### config.mk
export PLATFORM = sky130hd
export DESIGN_NAME = lane_sweep_ctrl
export DESIGN_NICKNAME = d
export VERILOG_FILES = /design/src/rtl/lane_sweep_ctrl.sv
export SDC_FILE = /design/constraint.sdc
export NUM_CORES = 1
export LEC_CHECK = 0
export BUFFER_PORTS_ARGS = -buffer_cell sky130_fd_sc_hd__buf_2
export CAP_MARGIN = 30
export CORE_AREA = 10 10 65 67
export DETAILED_ROUTE_END_ITERATION = 10
export DIE_AREA = 0 0 75 77
export GPL_TIMING_DRIVEN = 0
export HOLD_SLACK_MARGIN = 0.06
export PLACE_DENSITY = 0.85
export SLEW_MARGIN = 0
export SYNTH_ARGS = -nofsm -noshare
export SYNTH_HDL_FRONTEND = slang
export SYNTH_SLANG_ARGS = --single-unit
### constraint.sdc
create_clock -name clk -period 2.2 [get_ports clk]
set_input_delay 0.44 -clock clk [delete_from_list [all_inputs] [get_ports clk]]
set_output_delay 0.44 -clock clk [all_outputs]
set_load 0.005 [all_outputs]
### src/rtl/lane_sweep_ctrl.sv
// lane_sweep_ctrl: walks a ROWS x COLS lane matrix through read, rotate,
// ALU and write-back for NROUNDS rounds per start, with abort and done.
module lane_sweep_ctrl #(
  parameter int ROWS    = 5,
  parameter int COLS    = 5,
  parameter int SHW     = 5,
  parameter int RD_LAT  = 1,
  parameter int NROUNDS = 1,
  localparam int RW = (ROWS > 1) ? $clog2(ROWS) : 1,
  localparam int CW = (COLS > 1) ? $clog2(COLS) : 1,
  localparam int NW = $clog2(NROUNDS) + 1
) (
  input  logic          clk,
  input  logic          rst,
  input  logic          start,
  input  logic          abort,
  input  logic [1:0]    mode,
  input  logic [SHW-1:0] shamt,
  output logic [RW-1:0] row_idx,
  output logic [CW-1:0] col_idx,
  output logic [NW-1:0] round_idx,
  output logic          mem_rd,
  output logic          mem_wr,
  output logic          shift_en,
  output logic          alu_en,
  output logic          alu_op,
  output logic          acc_clr,
  output logic          busy,
  output logic          done
);

  typedef enum logic [3:0] {
    IDLE, ROW_INIT, RD, WAIT, SHIFT, ALU1, ALU2,
    WR, NEXT_ROW, NEXT_ROUND, DONE
  } state_t;

  state_t         state, st_n, rot_next;
  logic [1:0]     mode_q, mode_n;
  logic [1:0]     lat_cnt, lat_n;
  logic [SHW-1:0] sh_cnt, sh_n;
  logic [RW-1:0]  row_n;
  logic [CW-1:0]  col_n;
  logic [NW-1:0]  rnd_n;

  // Rotate-only lanes bypass the ALU states entirely.
  always_comb begin
    rot_next = (mode_q == 2'd0) ? WR : ALU1;
    st_n   = state;
    row_n  = row_idx;
    col_n  = col_idx;
    rnd_n  = round_idx;
    mode_n = mode_q;
    lat_n  = lat_cnt;
    sh_n   = sh_cnt;
    if (state != IDLE && abort) begin
      st_n  = IDLE;
      row_n = '0;
      col_n = '0;
      rnd_n = '0;
    end else begin
      unique case (state)
        IDLE: begin
          if (start && !abort) begin
            mode_n = (mode == 2'd3) ? 2'd0 : mode;
            row_n  = '0;
            col_n  = '0;
            rnd_n  = '0;
            st_n   = ROW_INIT;
          end
        end
        ROW_INIT: st_n = RD;
        RD: begin
          lat_n = 2'(RD_LAT - 1);
          st_n  = WAIT;
        end
        WAIT: begin
          if (lat_cnt == 2'd0) begin
            sh_n = shamt;
            st_n = (shamt != '0) ? SHIFT : rot_next;
          end else begin
            lat_n = lat_cnt - 2'd1;
          end
        end
        SHIFT: begin
          if (sh_cnt == SHW'(1)) st_n = rot_next;
          else sh_n = sh_cnt - SHW'(1);
        end
        ALU1: st_n = (mode_q == 2'd2) ? ALU2 : WR;
        ALU2: st_n = WR;
        WR: begin
          if (col_idx != CW'(COLS - 1)) begin
            col_n = col_idx + CW'(1);
            st_n  = RD;
          end else begin
            col_n = '0;
            st_n  = NEXT_ROW;
          end
        end
        NEXT_ROW: begin
          if (row_idx != RW'(ROWS - 1)) begin
            row_n = row_idx + RW'(1);
            st_n  = ROW_INIT;
          end else begin
            row_n = '0;
            st_n  = NEXT_ROUND;
          end
        end
        NEXT_ROUND: begin
          if (round_idx != NW'(NROUNDS - 1)) begin
            rnd_n = round_idx + NW'(1);
            st_n  = ROW_INIT;
          end else begin
            rnd_n = '0;
            st_n  = DONE;
          end
        end
        DONE: st_n = IDLE;
        default: st_n = IDLE;
      endcase
    end
  end

  // Strobes are registered from the next state so they align with it.
  always_ff @(posedge clk or negedge rst) begin
    if (!rst) begin
      state     <= IDLE;
      mode_q    <= 2'd0;
      lat_cnt   <= 2'd0;
      sh_cnt    <= '0;
      row_idx   <= '0;
      col_idx   <= '0;
      round_idx <= '0;
      mem_rd    <= 1'b0;
      mem_wr    <= 1'b0;
      shift_en  <= 1'b0;
      alu_en    <= 1'b0;
      alu_op    <= 1'b0;
      acc_clr   <= 1'b0;
      busy      <= 1'b0;
      done      <= 1'b0;
    end else begin
      state     <= st_n;
      mode_q    <= mode_n;
      lat_cnt   <= lat_n;
      sh_cnt    <= sh_n;
      row_idx   <= row_n;
      col_idx   <= col_n;
      round_idx <= rnd_n;
      mem_rd    <= (st_n == RD);
      mem_wr    <= (st_n == WR);
      shift_en  <= (st_n == SHIFT);
      alu_en    <= (st_n == ALU1) || (st_n == ALU2);
      alu_op    <= (st_n == ALU2);
      acc_clr   <= (st_n == ROW_INIT);
      busy      <= (st_n != IDLE);
      done      <= (st_n == DONE);
    end
  end

endmodule

==> results of run 1 <==
cells in the mapped netlist, types with 2 or more instances:
master | n | share of area
dfrtp_1 | 27 | 0.43
or4b_1 | 2 | 0.013
o21ai_0 | 17 | 0.054
nor2_1 | 15 | 0.036
a2bb2oi_1 | 2 | 0.011
o21ai_1 | 2 | 0.0063
ha_1 | 7 | 0.055
o21a_1 | 2 | 0.0095
nand2_1 | 17 | 0.040
buf_2 | 3 | 0.0095
nor2b_1 | 2 | 0.0079
inv_1 | 14 | 0.033
nand3_1 | 8 | 0.025
and4bb_2 | 2 | 0.016
a21oi_1 | 9 | 0.028
nor4_1 | 2 | 0.0079
a22o_1 | 3 | 0.017
nor3_1 | 5 | 0.016
o211ai_1 | 2 | 0.0095
clkbuf_1 | 4 | 0.0095
nand4_1 | 4 | 0.016
nand2b_1 | 7 | 0.028
worst max path at each step:
stage	start	slack, ns	end
2_1_floorplan	state[3]$_DFF_PN0_	0.19	shift_en$_DFF_PN0_
3_3_place_gp	state[3]$_DFF_PN0_	0.08	shift_en$_DFF_PN0_
5_1_grt	state[3]$_DFF_PN0_	0.004	alu_en$_DFF_PN0_
4_1_cts	state[3]$_DFF_PN0_	0.02	shift_en$_DFF_PN0_
6_report	state[3]$_DFF_PN0_	0.08	shift_en$_DFF_PN0_
3_5_place_dp	state[3]$_DFF_PN0_	0.05	shift_en$_DFF_PN0_
logic make-up after synthesis:
logic type	Yosys count
AO/OA/AOI/OAI	48
adder cells (fa/ha/maj)	7
buffers and inverters	22
flip-flops	27
multiplexers	1
other	1
AND/OR/NAND/NOR	72
per-layer routing:
metal	vias to the layer above	part of all wire	global-route usage
li1	683	-	-
met1	646	0.44	0.166
met2	33	0.49	0.204
met3	5	0.043	0.0154
met4	0	0.018	0.0549
met5	-	0	0
state kept, by name (all words and copies together), names as in the netlist, 2 cells and up:
name and count:
col_idx 3, sh_cnt 5, lat_cnt 2, state 4, row_idx 3, mode_q 2
cell type report:
| class | count | area [um^2] | share of cell area |
|---|---|---|---|
| multi-input combinational | 129 | 836 | 0.464 |
| sequential | 27 | 677 | 0.375 |
| timing repair buffer | 25 | 128 | 0.0708 |
| inverter | 14 | 52.6 | 0.0291 |
| tap | 33 | 41.3 | 0.0229 |
| buffer | 8 | 38.8 | 0.0215 |
| clock buffer | 3 | 22.5 | 0.0125 |
| clock inverter | 1 | 7.51 | 0.00416 |
repair_timing:
item	in CTS	in global routing
endpoints found under the setup margin	0	14
resized for setup	0	6
setup buffers	0	1
stage by stage:
stage          hold WS (ns)  utilization
2_1_floorplan         0.144            -
3_3_place_gp          0.463        0.586
3_5_place_dp          0.478        0.586
4_1_cts               0.102        0.596
5_1_grt               0.127        0.605
6_report             0.0710        0.605
where the power goes:
group	internal, W	switching, W	total, W
Sequential	0.000638	0.000110	0.000747
Combinational	0.000373	0.000556	0.000929
Clock	0.0000698	0.000158	0.000228
==> results.txt, run 1 <==
----------------------------------------------------
[Setup path]
  CP endpoint kind ... flip-flop
  Element type at the critical path start ... flip-flop
  Capture instance of the worst register-to-register path ... shift_en$_DFF_PN0_
  CP required ... 2.45 ns
  Data arrival time of the worst path ... 2.37 ns
  Kind of cell adding the most delay to the critical path ... simple AND/OR/NAND/NOR gates
  Reg-to-reg setup timing slack ... 0.08 ns
  Crit-path max FO ... 7
  Start-to-end type of the worst setup path ... flip-flop to flip-flop
  Cell-by-cell trace of the critical path ... or4b_1 > buf_2 > or4_4 > o21ai_4 > o31ai_2 > and2_1
  Cell count of the worst reg-to-reg path ... 6
  Slowest cell on the critical path ... or4b_1
  Levels on crit path ... 6
  Worst reg2reg startpoint ... state[3]$_DFF_PN0_
  Critical path's largest stage delay ... 0.51 ns
  Buffering stage count on the worst path with inverters included ... 1

[Timing]
  Maximum clock rate ... 472 MHz
  Crit share post-route ... 0.963
  Count of pins over their slew limit ... 0
  Slew headroom ... 0.614
  Time the final worst path needs with I/O delays and setup ... 2.12 ns
  Pin slew with the least headroom to its limit ... 0.579 ns
  Setup slack of the critical path after layout ... 0.0821 ns
  Worst clock skew on the final layout ... 0.00343 ns
  Final count of hold timing violations ... 0
  Total of endpoints with negative setup slack in the final report ... 0
  Accumulated negative setup slack ... 0 ns
  RSZ-0062 raised after global routing ... false

[Drt]
  Vias per cell ... 5.70
  Final routed wirelength across all metal layers ... 3420 um
  First-pass iteration count of the detailed router ... 4
  Antenna-violating nets left ... 0
  DRC violation count after routing ... 0
  Count of vias placed by the detailed router ... 1367
  Wire per inst ... 14.2 um
  DRC marker count from the first detailed-route iteration ... 108

[Clock tree]
  Clock transition at path regs ... 0.15 ns
  CTS buffer count ... 3
  Clock sink count ... 27
  Maximum buffer depth of the clock tree ... 2
  CTS tree ... built
  Max H-tree Level ... 1
  Count of hold-fix buffers inserted at cts ... 0
  Buffer type at the clock tree root ... clkbuf_4
  Later-pin clock latency in the skew report ... 0.34 ns

[Power]
  Final Power ... 0.00190 W
  P per Cell Area ... 1060 nW/um^2
  Worst vdd ir ... 0.428 mV
  LEAKAGE ... 0.822 nW

[Floorplan]
  Die span in x ... 75 um
  Initial core utilization ... 0.532
  Rows ... 20
  Boundary pin count ... 26
  Chip height ... 77 um
  Area enclosed by the die boundary ... 5780 um^2
  Total core area ... 2980 um^2

[Placement]
  HPWL after detailed placement ... 2620 um
  Routability-driven placement congestion ratio ... 0.858
  Setup WS pre-CTS ... 0.0514 ns
  Cell area reported after detailed placement ... 1740 um^2
  Count of buffers from port buffering ... 24
  Cell Count Post-Placement ... 235

[Logic synthesis]
  Post-Synthesis Cell Area ... 1580 um^2
  Combinational family with the most area after synthesis ... simple AND/OR/NAND/NOR gates
  Share of synthesized flip-flops with an asynchronous set or reset ... 1.00
  Simple-gate area share of the yosys netlist ... 0.250
  Adder-cell share of the synthesized area ... 0.0553
  Mux cell area share after synthesis ... 0.00711
  Sequential share of the synthesized area ... 0.427
  Number of warnings printed during yosys synthesis ... 0
  Synthesized netlist cell count ... 178
  Parity-gate share of the synthesized area counting xor and xnor cells ... 0
  Most used flip-flop cell after synthesis ... dfrtp_1
  Synth unique cells ... 44
  Count of flip-flops with a built-in enable after synthesis ... 0
  Synthesized-area fraction occupied by ao, oa, aoi and oai cells ... 0.202
  Syn Nets ... 196
  Flip-flop and latch count after synthesis ... 27
  Avg Inst Size Synth ... 8.89 um^2

[GRT]
  Number of antenna violations at the first check in global routing ... 0
  Wire length of the first global-routing pass ... 6070 um
  Overall routing resource usage ... 0.128
  Largest net degree at the start of global routing ... 28
  Total overflow reported by the global router ... 0
  Number of global-route vias before repair ... 1412

[Min path]
  Tightest Hold Check Type ... primary input to asynchronous set/reset pin

[Cells and area]
  Commonest cells after routing, fill and taps aside ... buf_2, dfrtp_1, nand2_1, o21ai_0, nor2_1
  Area growth from synthesis to final layout ... 13.9%
  Most frequent standard cell in the layout excluding fill and tap cells ... buf_2
  Final #Nets ... 226
  Fraction of layout cells with a size suffix above 1 ... 0.227
  # diodes ... 0
  Number of standard cells in the layout, taps in and fillers out ... 240
  Total non-filler cell area in the finished layout ... 1800 um^2
  Filler Cells Inserted ... 258

[Flow run]
  MaxCap Viol Count ... 0

[Status]
  Run status ... complete, no violations

----------------------------------------------------
(Power assumes the default switching activity.)
==> inputs of run 2 (changes only) <==
--- a/config.mk
+++ b/config.mk
@@ -14,4 +14,6 @@
 export HOLD_SLACK_MARGIN = 0.06
 export PLACE_DENSITY = 0.85
+export SETUP_SLACK_MARGIN = 0.4
+export SKIP_CTS_REPAIR_TIMING = 1
 export SLEW_MARGIN = 0
 export SYNTH_ARGS = -nofsm -noshare
==> constraint.sdc (replaced) <==
create_clock -name clk -period 2.2 [get_ports clk]
set_input_delay 0.44 -clock clk [delete_from_list [all_inputs] [get_ports clk]]
set_output_delay 0.44 -clock clk [all_outputs]
set_load 0.02 [all_outputs]
==> run 2 against run 1 <==
Compared with the run above:
- die area stayed put
- hold slack improved by 0.0022 ns
- fmax up 2.7%
- sequential power is essentially flat
- clock skew grew 0.0040 ns
- final area increased by 7.8%
- combinational power up 31%
- critical path type unchanged
- highest routed layer unchanged
==> results.txt, run 2 (synthesis results as in run 1) <==
----------------------------------------------------
[Timing]
  Setup slack of the critical path after layout ... 0.137 ns (+0.0549 ns)
  Tightest hold margin ... 0.0732 ns (+0.00224 ns)
  Maximum clock rate ... 485 MHz (+2.7%)
  Pin slew with the least headroom to its limit ... 0.582 ns (+0.00363 ns)
  Worst clock skew on the final layout ... 0.00739 ns (+0.00396 ns)
  Time the final worst path needs with I/O delays and setup ... 2.06 ns (-0.0549 ns)
  Total of endpoints with negative setup slack in the final report ... 0 (unchanged)
  Slew headroom ... 0.612 (-0.00242)
  RSZ-0062 raised after global routing ... true
  Count of pins over their slew limit ... 0 (unchanged)
  Final count of hold timing violations ... 0 (unchanged)
  Accumulated negative setup slack ... 0 ns (unchanged)
  Crit share post-route ... 0.938 (-0.0250)

[Clock tree]
  CTS buffer count ... 3 (unchanged)
  Clock sink count ... 27 (unchanged)
  CTS tree ... built
  Maximum buffer depth of the clock tree ... 2 (unchanged)
  Clock transition at path regs ... 0.15 ns (about the same)
  Later-pin clock latency in the skew report ... 0.34 ns (about the same)
  Max H-tree Level ... 1 (unchanged)
  Buffer type at the clock tree root ... clkbuf_4

[Floorplan]
  Chip height ... 77 um (unchanged)
  Total core area ... 2980 um^2 (unchanged)
  Initial core utilization ... 0.532 (unchanged)
  Die span in x ... 75 um (unchanged)
  Rows ... 20 (unchanged)
  Boundary pin count ... 26 (unchanged)
  Area enclosed by the die boundary ... 5780 um^2 (unchanged)

[Placement]
  Count of buffers from port buffering ... 24 (unchanged)
  Routability-driven placement congestion ratio ... 0.831 (-3.2%)
  HPWL after detailed placement ... 2680 um (+2.4%)
  Cell Count Post-Placement ... 235 (unchanged)
  Setup WS pre-CTS ... 0.0711 ns (+0.0197 ns)

[Setup path]
  CP required ... 2.44 ns (about the same)
  Crit-path max FO ... 6 (-1)
  CP endpoint kind ... flip-flop
  Critical path origin ... state[3]$_DFF_PN0_
  Element type at the critical path start ... flip-flop
  Data arrival time of the worst path ... 2.30 ns (-0.07 ns)
  Start-to-end type of the worst setup path ... flip-flop to flip-flop
  Worst reg2reg startpoint ... state[3]$_DFF_PN0_

[Min path]
  Tightest Hold Check Type ... primary input to asynchronous set/reset pin

[Cells and area]
  Footprint of the multi-input gates ... 892 um^2 (+6.7%)
  Largest register by flop count ... sh_cnt
  Commonest cells after routing, fill and taps aside ... buf_2, dfrtp_1, nand2_1, o21ai_0, inv_1
  Most frequent standard cell in the layout excluding fill and tap cells ... buf_2
  Number of standard cells in the layout, taps in and fillers out ... 249 (+3.8%)
  Fraction of layout cells with a size suffix above 1 ... 0.338 (+0.111)
  Filler Cells Inserted ... 258 (unchanged)
  Sequential Area ... 679 um^2 (+0.37%)
  Largest registers in the final layout ... sh_cnt x5, state x4
  Area growth from synthesis to final layout ... 22.8%
  Flip-flop count of the largest register after layout ... 5 (unchanged)
  Final #Nets ... 235 (+4.0%)
  # diodes ... 0 (unchanged)

[Drt]
  DRC marker count from the first detailed-route iteration ... 56 (-48%)
  DRC violation count after routing ... 0 (unchanged)
  Wire per inst ... 15.5 um (+8.7%)
  Final routed wirelength across all metal layers ... 3850 um (+13%)
  Antenna-violating nets left ... 0 (unchanged)
  Count of vias placed by the detailed router ... 1444 (+5.6%)
  Vias per cell ... 5.80 (+1.8%)
  First-pass iteration count of the detailed router ... 4 (unchanged)

[Status]
  Run status ... complete, no violations

[Flow run]
  MaxCap Viol Count ... 0 (unchanged)

[GRT]
  Largest net degree at the start of global routing ... 28 (unchanged)
  Overall routing resource usage ... 0.127 (-0.00132)
  Number of antenna violations at the first check in global routing ... 0 (unchanged)
  Total overflow reported by the global router ... 0 (unchanged)
  Number of global-route vias before repair ... 1431 (+1.3%)
  Wire length of the first global-routing pass ... 6000 um (-1.3%)

[Power]
  P per Cell Area ... 1130 nW/um^2 (+6.7%)
  LEAKAGE ... 0.891 nW (+8.4%)
  Final Power ... 0.00219 W (+15%)
  Worst vdd ir ... 0.602 mV (+41%)

----------------------------------------------------
## run 2: cell count changes in the layout (fill, tap and decap cells not counted), sizes merged
| cell | delta |
|---|---|
| buf | +10 |
| clkbuf | -1 |
| clkinv | +1 |
| clkinvlp | -1 |
## run 2: power breakdown
| part | switching, W | internal, W |
|---|---|---|
| logic | 0.000702 | 0.000514 |
| clock network | 0.000155 | 0.0000685 |
| registers | 0.000108 | 0.000641 |
## run 2: worst paths after layout
path | cells past startpoint | slack, ns | to
min in group clk | 3 | 0.34 | mode_q[0]$_DFFE_PN0P_
hold / removal | 1 | 0.07 | mode_q[0]$_DFFE_PN0P_
setup reg to reg | 6 | 0.14 | shift_en$_DFF_PN0_
setup / recovery | 6 | 0.14 | shift_en$_DFF_PN0_
max in group asynchronous | 1 | 1.71 | state[2]$_DFF_PN0_
hold reg to reg | 2 | 0.53 | lat_cnt[0]$_DFFE_PN0P_
## run 2: routing by layer
metal	wire (um)	vias up	track usage
li1	-	705	-
met1	1610	696	0.147
met2	2010	39	0.214
met3	190	4	0.0322
met4	41	0	0.0455
met5	0	-	0
## run 2: per-stage QoR
| stage | utilization | cell area [um^2] |
|---|---|---|
| 6_report | 0.653 | 1940 |
| 5_1_grt | 0.653 | 1940 |
| 4_1_cts | 0.598 | 1780 |
| 3_5_place_dp | 0.589 | 1750 |
| 3_3_place_gp | 0.589 | 1750 |
| 2_1_floorplan | - | 1590 |
## run 2: cell type report
class / count / area share
Buffer: 8 / 0.0264
Sequential cell: 27 / 0.350
Inverter: 14 / 0.0270
Timing Repair Buffer: 34 / 0.102
Tap cell: 33 / 0.0212
Multi-Input combinational cell: 129 / 0.459
Clock buffer: 3 / 0.0116
Clock inverter: 1 / 0.00258
## run 2: worst max-delay path: stages, from the launching register on
cell     delay (ns)
dfrtp_2        0.44
or4b_4         0.51
buf_6          0.13
or4_4          0.49
o21ai_4        0.13
o31ai_2        0.10
and2_1         0.18
